===== src/rtl/fpmul_arb.sv =====
// Round-robin front end for one shared fpmul: grants one requester at a time,
// sequences Start/Done with a recovery gap and watchdog, returns a tagged response.
module fpmul_arb #(
  parameter int N_REQ    = 4,
  parameter int IDLE_GAP = 2,
  parameter int TIMEOUT  = 64
) (
  input  logic                           clk,
  input  logic                           rst,
  input  logic [N_REQ-1:0]               req_valid,
  output logic [N_REQ-1:0]               req_ready,
  input  logic [N_REQ-1:0][31:0]         req_a,
  input  logic [N_REQ-1:0][31:0]         req_b,
  output logic [31:0]                    mul_a,
  output logic [31:0]                    mul_b,
  output logic                           mul_start,
  input  logic                           mul_done,
  input  logic [31:0]                    mul_p,
  input  logic [4:0]                     mul_flags,
  output logic                           rsp_valid,
  input  logic                           rsp_ready,
  output logic [$clog2(N_REQ)-1:0]       rsp_id,
  output logic [31:0]                    rsp_p,
  output logic [4:0]                     rsp_flags,
  output logic                           rsp_err
  ,output logic                          busy
);
  localparam int IW = $clog2(N_REQ);
  localparam int TW = $clog2(TIMEOUT);
  localparam int GW = $clog2(IDLE_GAP + 1);

  typedef enum logic [2:0] {S_GAP, S_IDLE, S_ISSUE, S_WAIT, S_RESP} state_t;

  state_t          state_q;
  logic [GW-1:0]   gap_q;
  logic [TW-1:0]   tmr_q;
  logic [IW-1:0]   ptr_q, ptr_d, id_q, win;
  logic [31:0]     a_q, b_q, p_q;
  logic [4:0]      fl_q;
  logic            err_q, found;
  logic [IW:0]     sum;

  // Search ptr, ptr+1, ... wrapping; first valid requester wins.
  always_comb begin
    win   = '0;
    found = 1'b0;
    sum   = '0;
    for (int k = 0; k < N_REQ; k++) begin
      sum = {1'b0, ptr_q} + (IW+1)'(k);
      if (sum >= (IW+1)'(N_REQ)) sum = sum - (IW+1)'(N_REQ);
      if (!found && req_valid[sum[IW-1:0]]) begin
        found = 1'b1;
        win   = sum[IW-1:0];
      end
    end
  end

  assign ptr_d     = (id_q == IW'(N_REQ-1)) ? '0 : id_q + 1'b1;
  assign req_ready = (state_q == S_IDLE && found) ? (N_REQ'(1) << win) : '0;
  assign mul_start = (state_q == S_ISSUE);
  assign rsp_valid = (state_q == S_RESP);
  assign busy      = (state_q != S_IDLE);
  assign mul_a     = a_q;
  assign mul_b     = b_q;
  assign rsp_id    = id_q;
  assign rsp_p     = p_q;
  assign rsp_flags = fl_q;
  assign rsp_err   = err_q;

  always_ff @(posedge clk) begin
    if (rst) begin
      state_q <= S_GAP;
      gap_q   <= '0;
      tmr_q   <= '0;
      ptr_q   <= '0;
      id_q    <= '0;
      a_q     <= '0;
      b_q     <= '0;
      p_q     <= '0;
      fl_q    <= '0;
      err_q   <= 1'b0;
    end else begin
      case (state_q)
        S_GAP: begin
          gap_q <= gap_q + 1'b1;
          if (gap_q == GW'(IDLE_GAP-1)) state_q <= S_IDLE;
        end
        S_IDLE: if (found) begin
          id_q    <= win;
          a_q     <= req_a[win];
          b_q     <= req_b[win];
          state_q <= S_ISSUE;
        end
        S_ISSUE: begin
          tmr_q   <= '0;
          state_q <= S_WAIT;
        end
        S_WAIT: begin
          tmr_q <= tmr_q + 1'b1;
          // Done takes priority over a simultaneous watchdog expiry.
          if (mul_done) begin
            p_q     <= mul_p;
            fl_q    <= mul_flags;
            err_q   <= 1'b0;
            state_q <= S_RESP;
          end else if (tmr_q == TW'(TIMEOUT-2)) begin
            p_q     <= 32'h7FC0_0000;
            fl_q    <= 5'b01000;
            err_q   <= 1'b1;
            state_q <= S_RESP;
          end
        end
        S_RESP: if (rsp_ready) begin
          ptr_q   <= ptr_d;
          gap_q   <= '0;
          state_q <= S_GAP;
        end
        default: state_q <= S_GAP;
      endcase
    end
  end
endmodule

===== config.mk =====
export PLATFORM = sky130hd
export DESIGN_NAME = fpmul_arb
export DESIGN_NICKNAME = d
export VERILOG_FILES = /design/src/rtl/fpmul_arb.sv
export SDC_FILE = /design/constraint.sdc
export NUM_CORES = 1
export LEC_CHECK = 0
export ABC_AREA = 0
export CAP_MARGIN = 40
export CORE_AREA = 2 2 161 163
export CTS_BUF_LIST = sky130_fd_sc_hd__clkbuf_8 sky130_fd_sc_hd__clkbuf_16
export DETAILED_ROUTE_END_ITERATION = 12
export DIE_AREA = 0 0 163 165
export DONT_BUFFER_PORTS = 1
export PLACE_DENSITY = 0.45
export SETUP_SLACK_MARGIN = 0.2
export SYNTH_ARGS = -nofsm -noshare
export SYNTH_HDL_FRONTEND = slang
export SYNTH_SLANG_ARGS = --single-unit

===== constraint.sdc =====
create_clock -name clk -period 1.9 [get_ports clk]
set_input_delay 0.19 -clock clk [delete_from_list [all_inputs] [get_ports clk]]
set_output_delay 0.19 -clock clk [all_outputs]
set_load 0.01 [all_outputs]

==> flow_summary.json, run 1 <==
{
  "status": "finished with violations",
  "violations": "setup timing",
  "vias": 6272,
  "die_w_um": 163,
  "tritoncts": "done",
  "hold_class": "in -> reg",
  "synth.most_common_cell": "mux2i_1",
  "synthToLayoutAreaGrowth_pct": 84.5,
  "final_nets": 1171,
  "num-fill-cells": 2191,
  "grt_start_max_net_pins": 65,
  "tightest_slew_ns": 0.410,
  "antenna_left": 0,
  "ys_warn_count": 0,
  "totalWireLength_um": 29700,
  "post-dp-hpwl_um": 15400,
  "die_h_um": 165,
  "cts_made_buffers": 17,
  "cp-start-kind": "flip-flop",
  "drtIter0Drc": 357,
  "final_cells": 1215,
  "pre_cts_slack_ns": -0.111,
  "clk_latency_ns": 0.41,
  "post-route-period-util_pct": 101,
  "grt_antenna_before_repair": 5,
  "rsz0062_at_grt": "true",
  "clock-sinks": 117,
  "yosys-top-cells-area": "dfxtp_1 (38%), mux2i_1 (21%), o221ai_2 (15%)",
  "final_layout_size_suffix_gt1_share_pct": 33.8,
  "cp.required_ns": 2.20,
  "core_area_um2": 25000,
  "synth_area_leader_cell": "dfxtp_1",
  "cp-end-kind": "flip-flop",
  "cts_root_buf": "clkbuf_16",
  "grt_usage_pct": 20.1,
  "ir_drop_mv": 0.648,
  "globalRouteOverflowTotal": 0,
  "leakage_nw": 3.98,
  "synth_top_area_share_pct": 37.9,
  "fin_worst_skew_ns": 0.00960,
  "synthTopCellsByCount": "mux2i_1 (130), dfxtp_1 (117), nand2_1 (77)",
  "pin_count": 412,
  "synth_area_per_cell_um2": 10.2,
  "htreeDepth": 4,
  "die-area_um2": 26900,
  "wl_per_cell_um": 24.4,
  "dr.pass1.iters": 4,
  "dp_cells": 910,
  "synth-seq-cells": 117,
  "setup-violations-final": 3,
  "path_max_fanout": 6,
  "drc_errors": 0,
  "netlist_instances": 603,
  "slew_violations": 0,
  "start_util_pct": 24.7,
  "grt_pass1_wl_um": 40200,
  "syn_area_um2": 6170,
  "synthArstFlopShare_pct": 0,
  "worst_slack_ns": -0.0127,
  "synth.distinct_cells": 42,
  "arrival_ns": 2.21,
  "numPortBuffers": 0,
  "max-slew-margin-rel_pct": 72.6,
  "critical_path_class": "reg -> reg",
  "via_per_inst": 5.16,
  "gp_congestion": 0.836,
  "cts_max_path_buffers": 2,
  "path_clk_slew_ns": 0.07,
  "p_per_area_nw_per_um2": 848,
  "synth_top_flop_cell": "dfxtp_1",
  "grt_pass1_vias": 6530,
  "num_rows": 58,
  "min_period_ns": 1.91,
  "maxCapViolations": 0,
  "hold_viol": 0,
  "seq_area_frac_synth_pct": 37.9,
  "synth_nets": 908,
  "synth-edff-count": 0,
  "fmax_mhz": 523
}
## cell families after synthesis
| group | synth area share (%) |
|---|---|
| and+or+nand+nor | 13.3 |
| muxes | 21.3 |
| DFF | 37.9 |
| AOI/OAI and AO/OA | 20.9 |
| buffers and inverters | 5.88 |
| adders and majority gates | 0.811 |
## flip-flops by register name (all words and copies together), names as in the netlist
signal     cells
gap_q          2
mul_a         32
mul_b         32
ptr_q          2
rsp_err        1
rsp_flags      5
rsp_id         2
rsp_p         32
state_q        3
tmr_q          6
## stage by stage
stage | hold WS [ns] | utilization, % | TNS, ns | total power, W | cell area [um^2]
6_report | 0.00369 | 45.5 | -0.0314 | 0.00966 | 11400
5_1_grt | -0.00135 | 45.5 | -0.571 | 0.0101 | 11400
4_1_cts | 0.0000997 | 41.1 | -0.0308 | 0.00933 | 10300
3_5_place_dp | 0.267 | 26.2 | -0.137 | 0.00497 | 6560
3_3_place_gp | 0.267 | 26.2 | -0.0789 | 0.00490 | 6560
2_1_floorplan | 0.353 | - | 0 | 0.00454 | 6180
## worst max-delay path, cell delays in order (launching register included)
cell	delay, ns
dfxtp_4	0.37
nor2b_4	0.05
nor3_4	0.20
o22a_4	0.22
buf_12	0.14
buf_6	0.10
buf_16	0.15
buf_12	0.15
mux2i_1	0.27
o221ai_2	0.14
## per-layer routing
metal | track usage [%] | part of all wire (%) | vias up
li1 | - | - | 2797
met1 | 21.1 | 35 | 3037
met2 | 36.0 | 53 | 360
met3 | 7.76 | 8.9 | 78
met4 | 8.53 | 3.7 | 0
met5 | 0 | 0 | -
## final timing paths
kind,start,endpoint,slack [ns],cells past startpoint
max,ptr_q[0],mul_b[25],-0.01,9
min,req_a[88],mul_a[24],0.004,2
max reg2reg,ptr_q[0],mul_b[25],-0.01,9
min reg2reg,gap_q[1],gap_q[1],0.49,2
## layout make-up
| cell class | instances | area [um^2] | area share [%] |
|---|---|---|---|
| Inverter | 3 | 11.3 | 0.0989 |
| Multi-Input combinational cell | 433 | 4450 | 39.1 |
| Clock inverter | 11 | 125 | 1.10 |
| Clock buffer | 21 | 480 | 4.22 |
| Sequential cell | 117 | 2350 | 20.7 |
| Timing Repair Buffer | 294 | 3540 | 31.1 |
| Antenna cell | 6 | 15.0 | 0.132 |
| Tap cell | 330 | 413 | 3.62 |
## power by group
group | total, W | switching [W] | internal, W
Clock | 0.00332 | 0.00125 | 0.00207
Combinational | 0.00304 | 0.00141 | 0.00163
Sequential | 0.00330 | 0.000475 | 0.00283
## what timing repair did
item / CTS / global route
pin swaps: 31 / 16
gates resized for setup: 113 / 126
hold buffers: 187 / 33
setup buffers: 23 / 3
hold endpoints to repair: 105 / 21
endpoints found under the setup margin: 68 / 104
gates cloned: 20 / 1
## layout by cell type, fill, tap and decap left out, types with 5 or more instances in the layout
cell / count
nor3_1: 13
buf_6: 10
clkinvlp_4: 5
a21oi_1: 11
clkbuf_16: 18
buf_4: 19
mux2i_1: 38
o221ai_2: 61
buf_12: 19
dfxtp_1: 113
buf_16: 24
mux2i_2: 37
mux2i_4: 55
dlygate4sd3_1: 219
nand2_2: 7
nor2_1: 58
diode_2: 6
a22oi_1: 27
nand2_1: 69
Power figures use the tool's default switching activity.
==> run 2: changes to the inputs <==
==> constraint.sdc (replaced) <==
create_clock -name clk -period 2.1 [get_ports clk]
set_input_delay 0.21 -clock clk [delete_from_list [all_inputs] [get_ports clk]]
set_output_delay 0.21 -clock clk [all_outputs]
set_load 0.01 [all_outputs]
==> flow_summary.json, run 2 (synthesis results as in run 1) <==
{
  "slew_violations": 0,
  "die_h_um": 165,
  "num_rows": 58,
  "totalWireLength_um": 22200,
  "num-fill-cells": 2493,
  "fin_worst_skew_ns": 0.0125,
  "numPortBuffers": 0,
  "leakage_nw": 2.88,
  "dr.pass1.iters": 5,
  "vias": 5075,
  "status": "finished, final reports clean",
  "holdWs_ns": 0.0220,
  "post-dp-hpwl_um": 16000,
  "cp-end-kind": "output port",
  "clock-sinks": 117,
  "post-route-period-util_pct": 94.2,
  "p_per_area_nw_per_um2": 978,
  "pin_count": 412,
  "final_common_cell": "mux2i_1",
  "start_util_pct": 24.7,
  "wl_per_cell_um": 22.2,
  "die-area_um2": 26900,
  "arrival_ns": 1.77,
  "regArea_um2": 2350,
  "wl_met1_um": 8110,
  "cp_slowest_cell": "or3b_4",
  "grt_usage_pct": 15.2,
  "grt_start_max_net_pins": 54,
  "cp-start-kind": "flip-flop",
  "cts_made_buffers": 17,
  "pre_cts_slack_ns": 0.00970,
  "route.met2.wl_um": 11700,
  "maxCapViolations": 0,
  "ir_drop_mv": 0.444,
  "path_clk_slew_ns": 0.06,
  "path_cells": "or3b_4, or2_4, nor3b_2, buf_4",
  "tightest_slew_ns": 0.582,
  "final_nets": 963,
  "power_w": 0.00791,
  "multi_input_area_um2": 3640,
  "highest_layer": "met5",
  "min_period_ns": 1.98,
  "globalRouteOverflowTotal": 0,
  "cts_max_path_buffers": 2,
  "fmax_mhz": 505,
  "path_max_fanout": 3,
  "final_layout_size_suffix_gt1_share_pct": 26.4,
  "tritoncts": "done",
  "fin_setup_tns_ns": 0,
  "hold_viol": 0,
  "max-slew-margin-rel_pct": 60.9,
  "cp.required_ns": 1.89,
  "worst_slack_ns": 0.122,
  "antenna_left": 0,
  "rsz0062_at_grt": "true",
  "hold_class": "in -> reg",
  "setup-violations-final": 0,
  "core_area_um2": 25000,
  "grt_pass1_vias": 5176,
  "final_cell_mix": "mux2i_1 (117), dfxtp_1 (113), nand2_1 (76), o221ai_2 (60), nor2_1 (59)",
  "htreeDepth": 4,
  "slowest_delay_ns": 0.41,
  "critical_path_class": "reg -> out",
  "dr_wl_met3_um": 1930,
  "clk_latency_ns": 0.41,
  "drc_errors": 0,
  "grt_antenna_before_repair": 2,
  "cts_root_buf": "clkbuf_16",
  "synthToLayoutAreaGrowth_pct": 31.0,
  "gp_congestion": 0.754,
  "drtIter0Drc": 212,
  "die_w_um": 163,
  "grt_pass1_wl_um": 30700,
  "via_per_inst": 5.07
}
## run 2: power breakdown
part	internal, W	switching, W	total, W
Clock	0.00210	0.00106	0.00316
Sequential	0.00256	0.000414	0.00298
Combinational	0.000855	0.000921	0.00178
Total	0.00552	0.00240	0.00791
## run 2: cell type report
class                   count  area share (%)
multi-input cells         433            45.0
well taps                 330            5.10
clock buffers              21            5.94
inverters                   3           0.139
diodes                      1          0.0309
repair buffers             86            12.8
clock inverters            10            1.90
flip-flops and latches    117            29.1
## run 2: critical path: cells and delay by family, from the launching register on
family	cells	cell delay (ns)
simple gates	3	0.91
flops	1	0.31
buf+inv	1	0.14
## run 2: stage by stage
step / util [%] / cells / cell area, um^2
final: 32.3 / 1001 / 8090
after global routing: 32.3 / 1001 / 8090
after CTS: 31.2 / 986 / 7800
after detailed placement: 26.1 / 907 / 6540
after global placement: 26.1 / 907 / 6540
after floorplan: - / 603 / 6170
## run 2: timing repair
item	CTS	global route
resized for setup	23	31
endpoints found under the hold margin	53	0
buffers inserted	7	11
setup endpoints to repair	47	71
hold buffers	39	0
cloned	2	3
pin swaps	5	7
## run 2: path summary, 6_finish.rpt
path,startpoint,endpoint,slack (ns),cells past startpoint
max,state_q[2],req_ready[2],0.12,4
min,req_b[47],mul_b[15],0.02,2
max reg2reg,ptr_q[0],mul_a[2],0.28,8
min reg2reg,tmr_q[5],tmr_q[5],0.51,2
## run 2: per-layer routing
layer / GRT usage (%) / up-vias
met1: 16.0 / 2434
li1: - / 2361
met5: 0 / -
met4: 5.23 / 2
met2: 27.5 / 251
met3: 6.08 / 27
